[src/rtl/mem_port_arbiter.sv]
// mem_port_arbiter: shares one memory port between an instruction-fetch port (IF) and a
// data-memory port (DM). A three-state FSM (IDLE -> WAIT -> RESP) grants one requester,
// holds its command on the memory port until mem_ack or a timeout, then returns a one-cycle
// response to that requester. All outputs are registered.
//
// Parameter : TIMEOUT  WAIT cycles without mem_ack before an error response (1..255)
// Macro     : ARB_ROUND_ROBIN_EN  defined -> alternate owners on contention;
//                                 undefined -> DM always wins contention
// Ports     : clk, rst_n (async, active-low)
//             if_req/if_addr  -> if_gnt/if_rvalid/if_rdata      fetch side
//             dm_req/dm_we/dm_addr/dm_wdata -> dm_gnt/dm_rvalid/dm_rdata  data side
//             mem_req/mem_we/mem_addr/mem_wdata -> memory, mem_ack/mem_rdata <- memory
//             resp_err (timeout flag alongside rvalid), busy (state != IDLE)

module mem_port_arbiter #(
    parameter int unsigned TIMEOUT = 16
) (
    input  logic        clk,
    input  logic        rst_n,
    input  logic        if_req,
    input  logic [31:0] if_addr,
    output logic        if_gnt,
    output logic        if_rvalid,
    output logic [31:0] if_rdata,
    input  logic        dm_req,
    input  logic        dm_we,
    input  logic [31:0] dm_addr,
    input  logic [31:0] dm_wdata,
    output logic        dm_gnt,
    output logic        dm_rvalid,
    output logic [31:0] dm_rdata,
    output logic        mem_req,
    output logic        mem_we,
    output logic [31:0] mem_addr,
    output logic [31:0] mem_wdata,
    input  logic        mem_ack,
    input  logic [31:0] mem_rdata,
    output logic        resp_err,
    output logic        busy
);

    localparam logic [7:0] TimeoutCnt = TIMEOUT[7:0];

    typedef enum logic [1:0] {StIdle, StWait, StResp} state_e;

    state_e      r_state, w_state_d;
    logic [7:0]  r_cnt, w_cnt_d;
    logic        r_owner, w_owner_d;          // 1 = DM owns the current transaction
    logic        r_if_gnt, w_if_gnt_d;
    logic        r_dm_gnt, w_dm_gnt_d;
    logic        r_if_rvalid, w_if_rvalid_d;
    logic        r_dm_rvalid, w_dm_rvalid_d;
    logic [31:0] r_if_rdata, w_if_rdata_d;
    logic [31:0] r_dm_rdata, w_dm_rdata_d;
    logic        r_mem_req, w_mem_req_d;
    logic        r_mem_we, w_mem_we_d;
    logic [31:0] r_mem_addr, w_mem_addr_d;
    logic [31:0] r_mem_wdata, w_mem_wdata_d;
    logic        r_resp_err, w_resp_err_d;
    logic        r_busy, w_busy_d;

    logic        w_req_any;
    logic        w_pick_dm;
    logic [7:0]  w_cnt_inc;
    logic        w_timeout;

    assign w_req_any = if_req | dm_req;
    assign w_cnt_inc = r_cnt + 8'd1;
    assign w_timeout = (w_cnt_inc == TimeoutCnt);

`ifdef ARB_ROUND_ROBIN_EN
    logic r_last_dm;

    // On contention the requester that did not own the last grant wins.
    assign w_pick_dm = dm_req & (~if_req | ~r_last_dm);

    always_ff @(posedge clk or negedge rst_n) begin
        if (!rst_n) begin
            r_last_dm <= 1'b0;
        end else if (r_state == StIdle && w_req_any) begin
            r_last_dm <= w_pick_dm;
        end
    end
`else
    assign w_pick_dm = dm_req;
`endif

    // State register and registered outputs
    always_ff @(posedge clk or negedge rst_n) begin
        if (!rst_n) begin
            r_state     <= StIdle;
            r_cnt       <= 8'd0;
            r_owner     <= 1'b0;
            r_if_gnt    <= 1'b0;
            r_dm_gnt    <= 1'b0;
            r_if_rvalid <= 1'b0;
            r_dm_rvalid <= 1'b0;
            r_if_rdata  <= 32'h0;
            r_dm_rdata  <= 32'h0;
            r_mem_req   <= 1'b0;
            r_mem_we    <= 1'b0;
            r_mem_addr  <= 32'h0;
            r_mem_wdata <= 32'h0;
            r_resp_err  <= 1'b0;
            r_busy      <= 1'b0;
        end else begin
            r_state     <= w_state_d;
            r_cnt       <= w_cnt_d;
            r_owner     <= w_owner_d;
            r_if_gnt    <= w_if_gnt_d;
            r_dm_gnt    <= w_dm_gnt_d;
            r_if_rvalid <= w_if_rvalid_d;
            r_dm_rvalid <= w_dm_rvalid_d;
            r_if_rdata  <= w_if_rdata_d;
            r_dm_rdata  <= w_dm_rdata_d;
            r_mem_req   <= w_mem_req_d;
            r_mem_we    <= w_mem_we_d;
            r_mem_addr  <= w_mem_addr_d;
            r_mem_wdata <= w_mem_wdata_d;
            r_resp_err  <= w_resp_err_d;
            r_busy      <= w_busy_d;
        end
    end

    // Next-state logic
    always_comb begin
        w_state_d = r_state;
        case (r_state)
            StIdle:  if (w_req_any) w_state_d = StWait;
            StWait:  if (mem_ack || w_timeout) w_state_d = StResp;
            StResp:  w_state_d = StIdle;
            default: w_state_d = StIdle;
        endcase
    end

    // Next values of the registered outputs and datapath
    always_comb begin
        logic        rsp_fire;
        logic [31:0] rsp_data;
        logic        rsp_err;

        rsp_fire      = 1'b0;
        rsp_data      = 32'h0;
        rsp_err       = 1'b0;
        w_cnt_d       = r_cnt;
        w_owner_d     = r_owner;
        w_if_gnt_d    = 1'b0;
        w_dm_gnt_d    = 1'b0;
        w_if_rvalid_d = 1'b0;
        w_dm_rvalid_d = 1'b0;
        w_if_rdata_d  = r_if_rdata;
        w_dm_rdata_d  = r_dm_rdata;
        w_mem_we_d    = r_mem_we;
        w_mem_addr_d  = r_mem_addr;
        w_mem_wdata_d = r_mem_wdata;
        w_mem_req_d   = (w_state_d == StWait);
        w_busy_d      = (w_state_d != StIdle);

        case (r_state)
            StIdle: begin
                if (w_req_any) begin
                    w_owner_d     = w_pick_dm;
                    w_cnt_d       = 8'd0;
                    w_mem_addr_d  = w_pick_dm ? dm_addr : if_addr;
                    w_mem_we_d    = w_pick_dm & dm_we;
                    w_mem_wdata_d = w_pick_dm ? dm_wdata : 32'h0;
                    w_if_gnt_d    = ~w_pick_dm;
                    w_dm_gnt_d    = w_pick_dm;
                end
            end
            StWait: begin
                // mem_ack wins over a timeout reached on the same edge
                if (mem_ack) begin
                    rsp_fire = 1'b1;
                    rsp_data = r_mem_we ? 32'h0 : mem_rdata;
                    w_cnt_d  = 8'd0;
                end else if (w_timeout) begin
                    rsp_fire = 1'b1;
                    rsp_err  = 1'b1;
                    w_cnt_d  = 8'd0;
                end else begin
                    w_cnt_d = w_cnt_inc;
                end
            end
            default: ;
        endcase

        if (rsp_fire) begin
            w_resp_err_d = rsp_err;
            if (r_owner) begin
                w_dm_rvalid_d = 1'b1;
                w_dm_rdata_d  = rsp_data;
            end else begin
                w_if_rvalid_d = 1'b1;
                w_if_rdata_d  = rsp_data;
            end
        end else begin
            w_resp_err_d = 1'b0;
        end
    end

    assign if_gnt    = r_if_gnt;
    assign if_rvalid = r_if_rvalid;
    assign if_rdata  = r_if_rdata;
    assign dm_gnt    = r_dm_gnt;
    assign dm_rvalid = r_dm_rvalid;
    assign dm_rdata  = r_dm_rdata;
    assign mem_req   = r_mem_req;
    assign mem_we    = r_mem_we;
    assign mem_addr  = r_mem_addr;
    assign mem_wdata = r_mem_wdata;
    assign resp_err  = r_resp_err;
    assign busy      = r_busy;

endmodule

[config.mk]
export PLATFORM = sky130hd
export DESIGN_NAME = mem_port_arbiter
export DESIGN_NICKNAME = d
export VERILOG_FILES = /design/src/rtl/mem_port_arbiter.sv
export SDC_FILE = /design/constraint.sdc
export NUM_CORES = 1
export LEC_CHECK = 0
export ABC_AREA = 1
export CORE_ASPECT_RATIO = 1.5
export CORE_MARGIN = 4
export CORE_UTILIZATION = 60
export DETAILED_ROUTE_END_ITERATION = 8
export DONT_BUFFER_PORTS = 1
export PLACE_DENSITY = 0.76
export REMOVE_ABC_BUFFERS = 1
export SLEW_MARGIN = 20
export SYNTH_ARGS = -nofsm -noshare
export SYNTH_HDL_FRONTEND = slang
export SYNTH_SLANG_ARGS = --single-unit
export TNS_END_PERCENT = 50
[constraint.sdc]
create_clock -name clk -period 4.9 [get_ports clk]
set_input_delay 0.98 -clock clk [delete_from_list [all_inputs] [get_ports clk]]
set_output_delay 0.98 -clock clk [all_outputs]
set_load 0.05 [all_outputs]
# ---- Word-level counts from Yosys, hierarchy flattened
# Index checks and enable logic that the tools add are counted.
dict set report op_classes {
  n_addsub 1
  n_eq_ne 4
  muxes 26
  bitwise_logic 4
  n_reduce_logical 8
}
# cell count
set ops {}
lappend ops {{$mux W32} 5}
lappend ops {{$mux W8} 3}
lappend ops {{$pmux W8 S2} 1}
lappend ops {{$mux W1} 14}
lappend ops {{$add A8 B1 Y8 const B} 1}
lappend ops {{$eq A8 B5 Y1 const B} 1}
lappend ops {{$reduce_and A2 Y1} 4}
lappend ops {{$eq A2 B1 Y1 const B} 2}
lappend ops {{$mux W2} 2}
lappend ops {{$pmux W2 S2} 1}
lappend ops {{$reduce_bool A2 Y1} 2}
lappend ops {{$logic_not A2 Y1} 1}
lappend ops {{$ne A2 B2 Y1 const B} 1}
lappend ops {{$not A1 Y1} 2}
lappend ops {{$and A1 B1 Y1} 1}
lappend ops {{$logic_or A1 B1 Y1} 1}
lappend ops {{$or A1 B1 Y1} 1}
dict set report totals {
  regBits 147
  output_inout_bits 136
  word_cells 58
}

# ---- Logic depth before layout (Yosys ltp)
# Gate-level depths: netlist (run 1).
dict set report depth {
  ltp_word 6
  ltp_mapped 12
}

# ---- Worst setup path after synthesis (run 1)
# OpenSTA, ideal clock, no wires.
dict set report synth_path {
  path_kind {input to register}
  start {input port dm_req}
  end {register r_mem_addr[23], in the netlist mem_addr[23]}
  setup_time_ps 83
  t_arrival_ps 2000
  path_slack_ps 2817
  stages 8
  cell_sequence {buf_2 -> nand2_1 -> nand2_1 -> inv_2 -> buf_2 -> buf_1 -> nand2_1 -> o21ai_0}
}
dict set report synth_via {
  elab_chain_len 2
}
# element line
set synth_lines {}
lappend synth_lines {{start: declaration} 25} ;# input logic dm_req,
lappend synth_lines {{$or A1 B1 Y1} 67} ;# assign w_req_any = if_req | dm_req;
lappend synth_lines {{$reduce_and A2 Y1 (no line)} -}
lappend synth_lines {{end signal: assignment} 118} ;# r_mem_addr <= w_mem_addr_d;
lappend synth_lines {{end: declaration} 57} ;# logic [31:0] r_mem_addr, w_mem_addr_d;
# Several ways; a longest one is shown, not always the timed one.
# A chain may end at the register's enable or synchronous reset.

# ---- Worst setup path after layout (run 1)
dict set report layout_path {
  start {register r_cnt[0]}
  end {register r_if_rdata[23], in the netlist if_rdata[23]}
}
dict set report layout_via {
  elab_chain_len 6
}
# element line
set layout_lines {}
lappend layout_lines {{start: declaration} 47} ;# logic [7:0] r_cnt, w_cnt_d;
lappend layout_lines {{start signal: assignment} 108} ;# r_cnt <= w_cnt_d;
lappend layout_lines {{$add A8 B1 Y8} 68} ;# assign w_cnt_inc = r_cnt + 8'd1;
lappend layout_lines {{$eq A8 B5 Y1} 69} ;# assign w_timeout = (w_cnt_inc == TimeoutCnt);
lappend layout_lines {{$mux W1} 177} ;# end else if (w_timeout) begin
lappend layout_lines {{$mux W1} 173} ;# if (mem_ack) begin
lappend layout_lines {{$mux W1} 159} ;# case (r_state)
lappend layout_lines {{$reduce_and A2 Y1 (no line)} -}
lappend layout_lines {{end signal: assignment} 114} ;# r_if_rdata <= w_if_rdata_d;
lappend layout_lines {{end: declaration} 53} ;# logic [31:0] r_if_rdata, w_if_rdata_d;
# No other way between the ends.

==> summary.md, run 1 <==
| Metric | Value |
|---|---|
| Layout cells sized above 1 | 6.98% |
| DIE AREA | 12600 um^2 |
| Clock transition at path regs | 0.06 ns |
| Top Layer Used | met4 |
| Cts hold-fix bufs | 0 |
| P_int | 0.00289 W |
| Port-buffer cells | 0 |
| Critical Path Start | r_cnt[0]$_DFFE_PN0P_ |
| Slew headroom | 27.8% |
| Post-synthesis cell type count | 24 |
| Avg Vias per Cell | 5.88 |
| Fin util | 66.4% |
| R2R Path Start | r_cnt[0]$_DFFE_PN0P_ |
| Total congestion overflow | 0 |
| Actual slew at the worst max-slew pin | 1.08 ns |
| Remaining DRCs | 0 |
| Synthesized flop and latch total | 147 |
| Mapped cell area | 6480 um^2 |
| Pin count of the biggest net entering global routing | 148 |
| Core ar. | 10600 um^2 |
| Synth warn | 0 |
| Total Routed Length | 16500 um |
| Site row count | 46 |
| Resize count post-CTS | 0 |
| CTS tree | built |
| Number of global-route vias before repair | 4916 |
| Skew-Pair Late Insertion Delay | 0.42 ns |
| Ant diodes | 0 |
| Avg Synthesized Cell Area | 8.84 um^2 |
| # IOs | 270 |
| Via count | 5058 |
| Post-route ant nets | 0 |
| Worst Setup End Kind | flop |
| Sequential element share of the synthesized area | 56.7% |
| Type of the most critical hold path | input pin to async pin |
| TritonCTS buffer count | 17 |
| Final setup fails | 0 |
| Crit path kind | flop to flop |
| Hpwl dp | 11400 um |
| Initial DRC count | 308 |
| GRT Total Usage | 26.4% |
| Fmax | 365 MHz |
| Clock Sinks | 147 |
| Final Cycle Share | 56.0% |
| Chip width | 92.9 um |
| Area growth syn-to-layout | 8.37% |
| Max VDD drop | 0.455 mV |
| Root Driver | clkbuf_16 |
| Pins Over Slew Limit | 0 |
| Routed wire length per instance | 19.2 um |
| Synth Instances | 734 |
| Clk pwr share | 20.9% |
| Crit Path Max Fanout | 67 |
| LEAKAGE | 3.59 nW |
| Final hold vios | 0 |
| Initial Util | 61.2% |
| WP data required | 5.19 ns |
| Synth top area cells | dfrtp_1 (57%), nand2_1 (15%), nand4_1 (6.3%) |
| Setup TNS | 0 ns |
| Startpoint types | flop |
| Tmin final | 2.74 ns |
| Share of total power in sequential cells | 62.3% |
| Initial antenna violation count | 0 |
| Die height | 135 um |
| Synth area leader | dfrtp_1 |
| Power Density | 917 nW/um^2 |
| Worst r2r dst | if_rdata[23]$_DFFE_PN0P_ |
| Postcts setup bufs | 0 |
| R2R depth | 11 |
| CTS H-tree lvls | 4 |
| Fin Clk Skew | 0.00717 ns |
| Met2 wire length | 8440 um |
| Met3 WL post-DR | 1740 um |
| First-pass iteration count of the detailed router | 5 |
| Max Cap Viol | 0 |
| Switch share | 55.2% |
| M1 wire length | 5810 um |
| Critical Path AT | 3.03 ns |
| Area share of the largest cell type after synthesis | 56.7% |
| Deepest clock path buffer count | 2 |
| Nets | 838 |
| Sw Pwr | 0.00356 W |
| Status | finished clean |
| Combinational fraction of design power | 16.8% |
| RSZ-0062 raised after global routing | no |
| First-pass GRT wire length | 25800 um |
| Reg-to-reg slack, setup | 2.16 ns |
| Routability cong. | 0.871 |
## sequential cells by signal, indices dropped and copies added (netlist names)
name       count
if_rvalid      1
dm_gnt         1
r_owner        1
if_rdata      32
dm_rvalid      1
r_cnt          8
if_gnt         1
dm_rdata      32
mem_wdata     32
mem_req        1
busy           1
mem_addr      32
resp_err       1
mem_we         1
r_state        2
## layer usage
metal,GRT usage [%],vias up
li1,-,2357
met1,31.1,2409
met2,43.0,252
met3,10.7,40
met4,10.9,0
met5,0,-
## how the worst max path moves through the flow
stage | to | slack [ns] | cells after the start
final | if_rdata[23]$_DFFE_PN0P_ | 2.16 | 11
after global routing | dm_rdata[21]$_DFFE_PN0P_ | 1.92 | 11
after CTS | if_rdata[23]$_DFFE_PN0P_ | 2.16 | 11
after detailed placement | if_rdata[23]$_DFFE_PN0P_ | 2.21 | 11
after global placement | if_rdata[5]$_DFFE_PN0P_ | 2.35 | 11
after floorplan | dm_rdata[0]$_DFFE_PN0P_ | 0.29 | 5
## power groups by stage
stage | combinational, W | sequential, W | clock [W]
finish | 0.00108 | 0.00402 | 0.00135
detailed placement | 0.00108 | 0.00404 | 0
global route | 0.00124 | 0.00408 | 0.00143
CTS | 0.00108 | 0.00403 | 0.00137
global placement | 0.00102 | 0.00403 | 0
floorplan | 0.000809 | 0.00388 | 0
## metrics by stage
step	total power, W	std cells	instance area, um^2	hold WS [ns]	worst slack, ns
6_report	0.00645	860	7030	0.259	2.16
5_1_grt	0.00675	860	7030	0.233	1.92
4_1_cts	0.00648	860	7030	0.244	2.16
3_5_place_dp	0.00512	828	6400	0.527	2.21
3_3_place_gp	0.00505	828	6400	0.516	2.35
2_1_floorplan	0.00469	680	6180	0.494	0.288
## kinds of logic after synthesis
group,synth area share (%)
buffers and inverters,7.62
adder cells (fa/ha/maj),0.193
AND/OR/NAND/NOR,25.2
AO/OA/AOI/OAI,10.3
flip-flops,56.7
## synthesized netlist by cell type
master    count
nand2_1     251
dfrtp_1     147
o21ai_0      66
nand4_1      65
inv_1        45
nor2_1       43
a22o_1       32
buf_2        22
clkbuf_1     22
o21ai_1       7
nand3_1       6
buf_8         5
buf_1         4
inv_2         4
nand3_4       3
clkinv_1      2
nand2_2       2
o22ai_1       2
buf_12        1
ha_1          1
nand2_4       1
nor2_2        1
nor2_4        1
o31ai_1       1
## cells in the final DEF, fill, tap and decap left out
cell type   Yosys  layout
a22o_1         32      32
clkinvlp_4      0       4
o22ai_1         2       2
nand4_1        65      65
o21ai_1         7       7
nand3_1         6       6
clkinv_1        2       2
o31ai_1         1       1
dfrtp_1       147     147
buf_4           0       4
inv_6           0       4
nand2_2         2       3
nand2_1       251     250
clkbuf_8        0       2
nor2_1         43      42
inv_2           4       4
inv_1          45      45
nor2_2          1       1
ha_1            1       1
clkinv_4        0       2
bufinv_16       0       3
o21ai_0        66      66
clkbuf_16       0      17
nand3_4         3       3
nor2_4          1       2
nand2_4         1       1
## layout make-up
class,count,area [um^2]
Sequential cell,147,3680
Clock inverter,13,173
Multi-Input combinational cell,482,2320
Tap cell,144,180
Fill cell,874,3560
Timing Repair Buffer,4,30.0
Inverter,51,191
Clock buffer,19,453
## worst max-delay path, stage by stage (launching register included)
cell	delay (ns)
dfrtp_1	0.42
ha_1	0.23
nand2_1	0.11
inv_2	0.07
nand3_1	0.07
nand2_1	0.07
nor2_1	0.19
nand3_4	0.12
nand2_4	0.51
nand3_4	0.49
nand2_1	0.21
nand2_1	0.07
Note: power is estimated with default switching activity, not from simulation.
==> inputs of run 2 (changes only) <==
--- a/config.mk
+++ b/config.mk
@@ -8,10 +8,10 @@
 export ABC_AREA = 1
 export CORE_ASPECT_RATIO = 1.5
 export CORE_MARGIN = 4
-export CORE_UTILIZATION = 60
+export CORE_UTILIZATION = 57
 export DETAILED_ROUTE_END_ITERATION = 8
 export DONT_BUFFER_PORTS = 1
-export PLACE_DENSITY = 0.76
+export PLACE_DENSITY = 0.75
 export REMOVE_ABC_BUFFERS = 1
 export SLEW_MARGIN = 20
 export SYNTH_ARGS = -nofsm -noshare
==> constraint.sdc (replaced) <==
create_clock -name clk -period 2.3 [get_ports clk]
set_input_delay 0.46 -clock clk [delete_from_list [all_inputs] [get_ports clk]]
set_output_delay 0.46 -clock clk [all_outputs]
set_load 0.05 [all_outputs]
==> run 2 against run 1 <==
Net effect: the run now ends with hold timing left; non-clock buffer count rose by 6; clock power rose by 110%; power up 110%; count of clock-buffer cells in the layout increased by 1; maximum frequency increased by 27%; via count up 0.65%; sequential share of layout area is 0.44 points lower; critical path type unchanged; largest cell class unchanged.
==> summary.md, run 2 (synthesis gave the netlist of run 1 again) <==
| Metric | Value |
|---|---|
| Status | finished, violations left |
| Violated checks | hold timing |
| Total Routed Length | 16200 um |
| RSZ-0062 raised after global routing | yes |
| Final hold vios | 147 |
| Power Density | 1950 nW/um^2 |
| Initial Util | 58.3% |
| Chip width | 95.1 um |
| Avg Vias per Cell | 5.87 |
| Routability cong. | 0.834 |
| Post-Place Cells | 837 |
| Hpwl dp | 10700 um |
| TritonCTS buffer count | 17 |
| Pins Over Slew Limit | 0 |
| Die height | 139 um |
| Crit Path Max Fanout | 33 |
| Routed wire length per instance | 18.7 um |
| Max Cap Viol | 0 |
| DIE AREA | 13200 um^2 |
| Skew-Pair Late Insertion Delay | 0.41 ns |
| Fin Clk Skew | 0.00695 ns |
| Type of the most critical hold path | input pin to async pin |
| Area growth syn-to-layout | 9.30% |
| Critical Path AT | 2.44 ns |
| Post-route ant nets | 0 |
| Tmin final | 2.16 ns |
| Most common cell after layout, fill and taps aside | nand2_1 |
| Number of global-route vias before repair | 5010 |
| Pin count of the biggest net entering global routing | 148 |
| Layout cells sized above 1 | 7.63% |
| Nets | 844 |
| CTS H-tree lvls | 4 |
| Startpoint types | flop |
| Slew headroom | 39.4% |
| Final setup fails | 0 |
| Root Driver | clkbuf_16 |
| Commonest non-fill, non-tap cells in the layout | nand2_1 (249), dfrtp_1 (147), o21ai_0 (66), nand4_1 (65), inv_1 (45) |
| Overall power | 0.0138 W |
| GRT Total Usage | 24.7% |
| Site row count | 47 |
| Ant diodes | 0 |
| CTS tree | built |
| WP data required | 2.58 ns |
| Finished Layout Cells | 868 |
| LEAKAGE | 3.62 nW |
| Max VDD drop | 0.853 mV |
| Initial antenna violation count | 0 |
| Port-buffer cells | 0 |
| Postcts setup bufs | 0 |
| Deepest clock path buffer count | 2 |
| Total congestion overflow | 0 |
| First-pass iteration count of the detailed router | 7 |
| Fin util | 63.8% |
| # IOs | 270 |
| Switch share | 54.9% |
| Final Cycle Share | 93.7% |
| P_int | 0.00622 W |
| Storage cell area | 3680 um^2 |
| Actual slew at the worst max-slew pin | 0.903 ns |
| Dpl cell area | 6470 um^2 |
| Clock Sinks | 147 |
| Combinational fraction of design power | 18.0% |
| Initial DRC count | 389 |
| Fmax | 464 MHz |
| Sw Pwr | 0.00757 W |
| Share of total power in sequential cells | 61.5% |
| Multi-input logic area | 2320 um^2 |
| Worst Setup End Kind | flop |
| Post-route cell area | 7090 um^2 |
| Via count | 5091 |
| Clk pwr share | 20.5% |
| Hold Slack | -0.257 ns |
| Crit path kind | flop to flop |
| Core ar. | 11100 um^2 |
| Clock transition at path regs | 0.06 ns |
| Fillers | 883 |
| Remaining DRCs | 0 |
| First-pass GRT wire length | 25600 um |
run 2: path summary, 6_finish.rpt:
| kind | startpoint | end | slack (ns) | cells after the start |
|---|---|---|---|---|
| min reg2reg | r_cnt[0]$_DFFE_PN0P_ | r_cnt[0]$_DFFE_PN0P_ | 0.53 | 1 |
| max reg2reg | r_cnt[0]$_DFFE_PN0P_ | dm_rdata[27]$_DFFE_PN0P_ | 0.14 | 11 |
| max in group asynchronous | rst_n | if_rdata[25]$_DFFE_PN0P_ | 2.39 | 0 |
| min in group clk | dm_req | if_gnt$_DFF_PN0_ | 0.13 | 1 |
| min | rst_n | mem_wdata[13]$_DFFE_PN0P_ | -0.26 | 0 |
| max | r_cnt[0]$_DFFE_PN0P_ | dm_rdata[27]$_DFFE_PN0P_ | 0.14 | 11 |
run 2: area by class of cell:
class,instances,share of cell area [%]
sequential,147,51.9
multi-input combinational,482,32.8
clock buffer,20,6.44
inverter,51,2.70
tap,147,2.59
clock inverter,11,2.15
timing repair buffer,10,1.41
run 2: per-stage QoR:
step | hold WS, ns | setup TNS [ns] | setup slack [ns]
floorplan | 0.164 | -178.50 | -2.31
global placement | 0.168 | 0 | 0.309
detailed placement | 0.168 | 0 | 0.168
CTS | -0.273 | 0 | 0.0929
global route | -0.281 | -0.00419 | -0.00419
finish | -0.257 | 0 | 0.144
run 2: power by group through the flow:
stage,clock network [W],logic [W],registers [W]
floorplan,0,0.00157,0.00790
global placement,0,0.00234,0.00851
detailed placement,0,0.00247,0.00852
CTS,0.00286,0.00249,0.00849
global route,0.00298,0.00281,0.00860
finish,0.00282,0.00249,0.00848
run 2: worst max-delay path, stage by stage, from the launching register on:
cell	delay [ns]
dfrtp_1	0.41
ha_1	0.23
nand2_1	0.09
inv_2	0.06
nand3_1	0.07
nand2_1	0.08
nor2_1	0.20
nand3_4	0.13
nand2_4	0.11
nand3_4	0.34
nand2_2	0.19
nand2_1	0.10
run 2: what timing repair did:
action / 4_1_cts / 5_1_grt
setup endpoints to repair: 0 / 2
resized for setup: 0 / 2
hold endpoints to repair: 147 / 147
run 2: per-layer routing:
metal | routed length (um) | vias to the layer above | global-route usage [%]
li1 | - | 2364 | -
met1 | 5910 | 2411 | 28.8
met2 | 8080 | 271 | 40.1
met3 | 1620 | 45 | 8.31
met4 | 594 | 0 | 11.8
met5 | 0 | - | 0
